==> config.mk <==
export PLATFORM = sky130hd
export DESIGN_NAME = park_slot_allocator
export DESIGN_NICKNAME = d
export VERILOG_FILES = /design/src/rtl/park_slot_allocator_pkg.sv /design/src/rtl/park_slot_allocator_free_slot_finder.sv /design/src/rtl/park_slot_allocator.sv
export SDC_FILE = /design/constraint.sdc
export NUM_CORES = 1
export LEC_CHECK = 0
export CAP_MARGIN = 20
export CORE_MARGIN = 3
export CORE_UTILIZATION = 35
export CTS_CLUSTER_DIAMETER = 150
export CTS_CLUSTER_SIZE = 25
export DETAILED_ROUTE_END_ITERATION = 7
export REMOVE_ABC_BUFFERS = 1
export SYNTH_ARGS = -nofsm -noshare
export SYNTH_HDL_FRONTEND = slang
export SYNTH_SLANG_ARGS = --single-unit
==> constraint.sdc <==
create_clock -name clk -period 3.4 [get_ports clk]
set_clock_uncertainty 0.1 [all_clocks]
set_input_delay 0.34 -clock clk [delete_from_list [all_inputs] [get_ports clk]]
set_output_delay 0.34 -clock clk [all_outputs]
set_load 0.05 [all_outputs]
==> src/rtl/park_slot_allocator_pkg.sv <==
// Shared types and defaults for the parking slot allocator.
package park_slot_allocator_pkg;

  localparam int unsigned SLOTS_DEFAULT       = 8;
  localparam int unsigned GATE_CYCLES_DEFAULT = 4;
  localparam int unsigned OCC_W               = 8;

  typedef enum logic [2:0] {
    ST_IDLE    = 3'd0,
    ST_COMMIT  = 3'd1,
    ST_REJECT  = 3'd2,
    ST_GATE    = 3'd3,
    ST_RELEASE = 3'd4
  } state_e;

  function automatic logic [OCC_W-1:0] slot_onehot(input logic [2:0] idx);
    logic [OCC_W-1:0] oh;
    oh      = '0;
    oh[idx] = 1'b1;
    return oh;
  endfunction

endpackage

==> src/rtl/park_slot_allocator_free_slot_finder.sv <==
// Priority encoder: lowest-index free (zero) bit of the occupancy bitmap.
module free_slot_finder
  import park_slot_allocator_pkg::*;
#(
  parameter int unsigned SLOTS = SLOTS_DEFAULT
) (
  input  logic [SLOTS-1:0] occupancy,
  output logic             found,
  output logic [2:0]       index
);

  always_comb begin
    found = 1'b0;
    index = '0;
    for (int unsigned i = 0; i < SLOTS; i++) begin
      if (!occupancy[i] && !found) begin
        found = 1'b1;
        index = i[2:0];
      end
    end
  end

endmodule

==> src/rtl/park_slot_allocator.sv <==
// Entry/exit slot allocation controller owning the parking occupancy bitmap.
module park_slot_allocator
  import park_slot_allocator_pkg::*;
#(
  parameter int unsigned SLOTS       = SLOTS_DEFAULT,
  parameter int unsigned GATE_CYCLES = GATE_CYCLES_DEFAULT
) (
  input  logic       clk,
  input  logic       rst_n,
  input  logic       entry_req,
  input  logic       exit_req,
  input  logic [2:0] exit_slot,
  input  logic [7:0] new_capacity,
  output logic [7:0] park_location,
  output logic [7:0] parking_capacity,
  output logic [2:0] assigned_slot,
  output logic       req_ack,
  output logic       req_reject,
  output logic       gate_open,
  output logic       busy,
  output logic       full,
  output logic       empty,
  output logic [3:0] free_count,
  output logic       cap_mismatch
);

  state_e     state_q, state_d;
  logic [2:0] target_q, target_d;
  logic [7:0] cap_q, cap_d;
  logic [2:0] assigned_q, assigned_d;
  logic [3:0] gate_cnt_q, gate_cnt_d;
  logic       mismatch_q, mismatch_d;

  logic       free_found;
  logic [2:0] free_idx;

  free_slot_finder #(
    .SLOTS(SLOTS)
  ) u_finder (
    .occupancy(cap_q),
    .found    (free_found),
    .index    (free_idx)
  );

  always_comb begin
    state_d    = state_q;
    target_d   = target_q;
    cap_d      = cap_q;
    assigned_d = assigned_q;
    gate_cnt_d = gate_cnt_q;
    mismatch_d = mismatch_q;

    case (state_q)
      ST_IDLE: begin
        if (exit_req) begin
          target_d = exit_slot;
          if (cap_q[exit_slot]) begin
            state_d    = ST_COMMIT;
            assigned_d = exit_slot;
          end else begin
            state_d = ST_REJECT;
          end
        end else if (entry_req) begin
          target_d = free_idx;
          if (free_found) begin
            state_d    = ST_COMMIT;
            assigned_d = free_idx;
          end else begin
            state_d = ST_REJECT;
          end
        end
      end
      ST_COMMIT: begin
        cap_d      = new_capacity;
        gate_cnt_d = 4'(GATE_CYCLES);
        if (new_capacity != (cap_q ^ park_location)) begin
          mismatch_d = 1'b1;
        end
        state_d = ST_GATE;
      end
      ST_REJECT: state_d = ST_RELEASE;
      ST_GATE: begin
        if (gate_cnt_q <= 4'd1) begin
          state_d = ST_RELEASE;
        end else begin
          gate_cnt_d = gate_cnt_q - 4'd1;
        end
      end
      ST_RELEASE: begin
        if (!entry_req && !exit_req) begin
          state_d = ST_IDLE;
        end
      end
      default: state_d = ST_IDLE;
    endcase
  end

  always_ff @(posedge clk or negedge rst_n) begin
    if (!rst_n) begin
      state_q    <= ST_IDLE;
      target_q   <= '0;
      cap_q      <= '0;
      assigned_q <= '0;
      gate_cnt_q <= '0;
      mismatch_q <= 1'b0;
    end else begin
      state_q    <= state_d;
      target_q   <= target_d;
      cap_q      <= cap_d;
      assigned_q <= assigned_d;
      gate_cnt_q <= gate_cnt_d;
      mismatch_q <= mismatch_d;
    end
  end

  always_comb begin
    free_count = '0;
    for (int unsigned i = 0; i < SLOTS; i++) begin
      free_count = free_count + {3'b000, ~cap_q[i]};
    end
  end

  // Handshake outputs decode straight from state so reset clears them asynchronously.
  assign park_location    = (state_q == ST_COMMIT) ? slot_onehot(target_q) : '0;
  assign parking_capacity = cap_q;
  assign assigned_slot    = assigned_q;
  assign req_ack          = (state_q == ST_COMMIT);
  assign req_reject       = (state_q == ST_REJECT);
  assign gate_open        = (state_q == ST_GATE);
  assign busy             = (state_q != ST_IDLE);
  assign full             = &cap_q;
  assign empty            = ~|cap_q;
  assign cap_mismatch     = mismatch_q;

endmodule

==> summary.txt, run 1 <==
Post-synth EDFFs: 0
root buf cell: clkbuf_8
Routed WL: 4.301 mm
Final Hold Fails: 0
Post-Syn Area: 1762 um^2
final worst path period share: 105.0%
Synth Instances: 200
DR DRC count: 0
vias in the first global route: 1490
synth warn: 0
Peak Freq: 280.0 MHz
area leader, netlist: dfrtp_1
area of the multi-input gates: 1085 um^2
Seq/Total Area, Yosys: 31.25%
gr busiest metal: met2
Vias/cell: 5.016
Max-Cap Viols: 0
grt total ovfl: 0
std cell rows: 25
met3 usage in global routing: 3.521%
antenna-violating nets left: 0
largest net degree at the start of global routing: 23
Final Max Slew Viols: 0
CORE AREA: 4786 um^2
diode count: 0
Final setup viols: 2
nets@finish: 271
CP Capture Type: output port
post-cts hold buffer count: 0
H-tree Lvls: 1
I/O Buffers: 44
Worst-path clk slew: 0.09 ns
initial core utilization: 36.81%
Synth async-reset ratio: 100.0%
first-pass GRT wire length: 7.327 mm
die height: 76.95 um
Post-synth top flop: dfrtp_1
Yosys reg bits: 22
unrepaired setup endpoints after global routing: yes
crit path DAT: 3.13 ns
antenna violations before repair: 0
Worst Tran Pin Value: 0.6178 ns
Via Count: 1550
DR WL/cell: 13.92 um
Storage cell area: 550.5 um^2
met2 GRT Util: 25.17%
Final Critical Period: 3.571 ns
post-synthesis average cell area: 8.808 um^2
full die area: 5921 um^2
Routability Congestion: 0.7957
Clock Sinks: 22
kind of critical path: reg2out
Die W: 76.95 um
Fillers: 454
total track usage: 15.20%
R2R cell count: 6
area grow syn2layout: 36.58%
CTS Buffer Depth: 2
I/O pin cnt: 45
area share of the largest cell type after synthesis: 31.25%
largest cells by area after synthesis: dfrtp_1 31%, ha_1 6.4%, nand2_1 4.9%
worst setup path start: parking_capacity[0]$_DFFE_PN0P_
critical path peak fanout: 2
First-pass DRT Iterations: 4
worst skew pair latency: 0.27 ns
Worst Slack Setup Final: -0.1709 ns
relative slew slack: 58.68%
CTS Buf Count: 3
GR Util met1: 20.81%
status: finished, violations left
layout cells sized above 1: 12.81%
Hold Crit Class: in2async
Worst setup SP type: flip-flop
failing checks: setup timing
Yosys cell types: 49
Setup WS pre-CTS: 0.01447 ns
RR Endpoint: assigned_slot[2]$_DFFE_PN0P_
most frequent cells in the layout: 40 x clkdlybuf4s50_1, 23 x nand2_1, 22 x dfrtp_1, 18 x inv_1, 15 x nor2_1
setup slack, reg-to-reg: 1.20 ns
RR Startpoint: parking_capacity[0]$_DFFE_PN0P_
most common cell after layout, fill and taps aside: clkdlybuf4s50_1
post-DP HPWL: 3.359 mm
CP Data Required Time: 2.96 ns
Initial DRC Count: 84
CTS tree: done
[metrics by stage]
stage | std cells | utilization, % | cell area [um^2] | setup TNS, ns | hold WS [ns]
floorplan | 187 | - | 1695 | -1.154 | -0.05559
finish | 309 | 50.27 | 2406 | -0.3410 | 0.3510
CTS | 308 | 49.91 | 2389 | -0.3950 | 0.4251
global placement | 304 | 48.16 | 2305 | 0 | 0.4006
detailed placement | 304 | 48.16 | 2305 | 0 | 0.4034
global route | 309 | 50.27 | 2406 | -0.6210 | 0.3756
[sequential cells by signal (all words and copies together), names as in the netlist]
signal,count
parking_capacity,8
state_q,3
target_q,3
cap_mismatch,1
gate_cnt_q,4
assigned_slot,3
[layout make-up]
cell class	count	share of cell area, %
multi-input cells	145	45.09
clock buffers	3	1.716
flip-flops and latches	22	22.88
inverters	20	3.120
repair buffers	51	22.46
well taps	67	3.484
clock inverters	1	1.248
[metal layers]
metal  wire, um  part of all wire (%)
met2       1985                    46
met4         19                  0.44
met5          0                     0
met1       2082                    48
met3        214                   5.0
[cell usage after synthesis (4+ instances only)]
cell type   n
nand2_1    23
dfrtp_1    22
inv_1      20
nor2_1     15
o21ai_0    11
ha_1        9
clkbuf_1    8
xnor2_1     8
a21oi_1     6
fa_1        4
nor2b_1     4
nor3_1      4
o211ai_1    4
o41ai_1     4
[cell families (layout without fill, tap and decap cells)]
group                      after synthesis  in the layout  synth area share (%)
AOI/OAI and AO/OA                       41             41                 15.84
xor gates and xnor gates                10             10                 4.972
adders and majority gates               13             13                 10.94
buffers and inverters                   33             75                 8.025
DFF                                     22             22                 31.25
muxes                                    7              7                 6.392
and+or+nand+nor                         74             74                 22.58
[worst max-delay path by stage]
stage | end | slack [ns] | cells past startpoint
6_report | free_count[1] | -0.17 | 9
3_3_place_gp | free_count[2] | 0.02 | 9
5_1_grt | free_count[2] | -0.32 | 9
4_1_cts | free_count[2] | -0.21 | 9
2_1_floorplan | free_count[2] | -0.69 | 8
3_5_place_dp | free_count[2] | 0.01 | 9
[what timing repair did]
action                                  4_1_cts  5_1_grt
resized for setup                             5        1
endpoints found under the setup margin        2        3
pin swaps                                     1        1
setup buffers                                 0        0
hold endpoints to repair                      0        0
[critical path, cell delays in order (launching register included)]
cell and delay [ns]:
dfrtp_1 0.41, fa_1 0.54, inv_1 0.05, fa_1 0.45
fa_1 0.50, ha_2 0.19, inv_2 0.04, fa_2 0.52
inv_2 0.04, buf_12 0.13
Power of run 1 is not shown: default switching activity piles up to over one toggle a cycle in this logic, so the estimate is an artifact.
==> inputs of run 2 (changes only) <==
==> constraint.sdc (replaced) <==
create_clock -name clk -period 3.95 [get_ports clk]
set_clock_uncertainty 0.1 [all_clocks]
set_input_delay 0.395 -clock clk [delete_from_list [all_inputs] [get_ports clk]]
set_output_delay 0.395 -clock clk [all_outputs]
set_load 0.05 [all_outputs]
==> run 2 against run 1 <==
The run now ends clean; design area decreased by 2.9%; count of clock-buffer cells in the layout unchanged; routed wire length decreased by 2.5%; critical path type unchanged; largest cell class unchanged.
==> summary.txt, run 2 (same netlist as run 1, synthesis figures left out) <==
antenna-violating nets left: 0 (unchanged)
Worst setup SP type: flip-flop
I/O pin cnt: 45 (unchanged)
most common cell after layout, fill and taps aside: clkdlybuf4s50_1
Final Critical Period: 3.799 ns
CTS tree: done
post-cts hold buffer count: 0 (unchanged)
number of setup buffers added after CTS: 0 (unchanged)
R2R cell count: 6 (unchanged)
worst skew pair latency: 0.26 ns (about the same)
Peak Freq: 263.3 MHz
First-pass DRT Iterations: 4 (unchanged)
Max-Cap Viols: 0 (unchanged)
critical path peak fanout: 8 (+6)
post-CTS resize count: 0 (-5)
Initial DRC Count: 85 (+1.2%)
Clock Sinks: 22 (unchanged)
Hold Crit Class: in2async
CP Capture Type: output port
first-pass GRT wire length: 7.369 mm (+0.57%)
Worst Tran Pin Value: 0.5844 ns (-0.03341 ns)
antenna violations before repair: 0 (unchanged)
nets@finish: 266 (-1.8%)
grt total ovfl: 0 (unchanged)
DR DRC count: 0 (unchanged)
full die area: 5921 um^2 (unchanged)
initial core utilization: 36.81% (unchanged)
root buf cell: clkbuf_8
most frequent cells in the layout: 40 x clkdlybuf4s50_1, 23 x nand2_1, 22 x dfrtp_1, 20 x inv_1, 15 x nor2_1
Final Hold Fails: 0 (unchanged)
max FFs per register: 8 (unchanged)
layout cells sized above 1: 8.861% (-3.9 points)
post-DP HPWL: 3.363 mm (+0.11%)
largest net degree at the start of global routing: 23 (unchanged)
Routability Congestion: 0.8077 (+1.5%)
Routed WL: 4.192 mm (-2.5%)
kind of critical path: reg2out
relative slew slack: 60.92% (+2.2 points)
die height: 76.95 um (unchanged)
post-layout utilization of the core: 48.81% (-1.5 points)
Final Max Slew Viols: 0 (unchanged)
WHS: 0.3965 ns (+0.04545 ns)
Die W: 76.95 um (unchanged)
RR Startpoint: parking_capacity[3]$_DFFE_PN0P_
crit path DAT: 3.30 ns (+0.17 ns)
setup slack, reg-to-reg: 1.78 ns (+0.58 ns)
CTS Buf Count: 3 (unchanged)
CP Data Required Time: 3.45 ns (+0.49 ns)
Via Count: 1570 (+1.3%)
Vias/cell: 5.164 (+3.0%)
H-tree Lvls: 1 (unchanged)
DR WL/cell: 13.79 um (-0.93%)
placed insts: 299 (-1.6%)
total track usage: 14.97% (-0.22 points)
CORE AREA: 4786 um^2 (unchanged)
vias in the first global route: 1515 (+1.7%)
Final setup viols: 0 (-2)
CTS Buffer Depth: 2 (unchanged)
Worst-path clk slew: 0.08 ns (about the same)
area grow syn2layout: 32.60%
diode count: 0 (unchanged)
RR Endpoint: assigned_slot[1]$_DFFE_PN0P_
Finished Layout Cells: 304 (-1.6%)
status: complete, no violations
I/O Buffers: 44 (unchanged)
std cell rows: 25 (unchanged)
final worst path period share: 96.16%
## run 2: changes by cell type in the layout (fill, tap and decap cells not counted), sizes merged
cell / previous run / this run
buf: 11 / 6
## run 2: worst max-delay path by stage
stage | startpoint | to
3_5_place_dp | parking_capacity[0]$_DFFE_PN0P_ | free_count[2]
6_report | parking_capacity[0]$_DFFE_PN0P_ | free_count[2]
2_1_floorplan | parking_capacity[3]$_DFFE_PN0P_ | free_count[2]
3_3_place_gp | parking_capacity[0]$_DFFE_PN0P_ | free_count[2]
5_1_grt | parking_capacity[0]$_DFFE_PN0P_ | free_count[2]
4_1_cts | parking_capacity[0]$_DFFE_PN0P_ | free_count[2]
## run 2: stage by stage
step | cell area, um^2 | setup WS, ns | setup TNS, ns
2_1_floorplan | 1695 | -0.1998 | -0.1998
3_3_place_gp | 2242 | 0.4156 | 0
3_5_place_dp | 2242 | 0.3811 | 0
4_1_cts | 2313 | 0.08612 | 0
5_1_grt | 2336 | -0.00005884 | -0.00005884
6_report | 2336 | 0.1515 | 0
## run 2: critical path: stages (launching register included)
cell     delay [ns]
dfrtp_1        0.49
fa_1           0.57
inv_1          0.05
fa_1           0.44
fa_1           0.49
ha_1           0.17
inv_1          0.06
fa_1           0.40
xnor2_2        0.20
buf_12         0.16
## run 2: per-layer routing
layer / vias to the layer above / wire, um / GRT usage (%)
li1: 776 / - / -
met1: 740 / 2067 / 21.47
met2: 52 / 1893 / 24.13
met3: 2 / 216 / 2.817
met4: 0 / 14 / 1.630
met5: - / 0 / 0
## run 2: layout make-up
| cell class | count | area, um^2 |
|---|---|---|
| Clock buffer | 3 | 41.29 |
| Clock inverter | 1 | 30.03 |
| Fill cell | 476 | 2450 |
| Inverter | 20 | 75.07 |
| Multi-Input combinational cell | 145 | 1077 |
| Sequential cell | 22 | 550.5 |
| Tap cell | 67 | 83.83 |
| Timing Repair Buffer | 46 | 478.0 |
Power of run 2 is left out for the same reason.
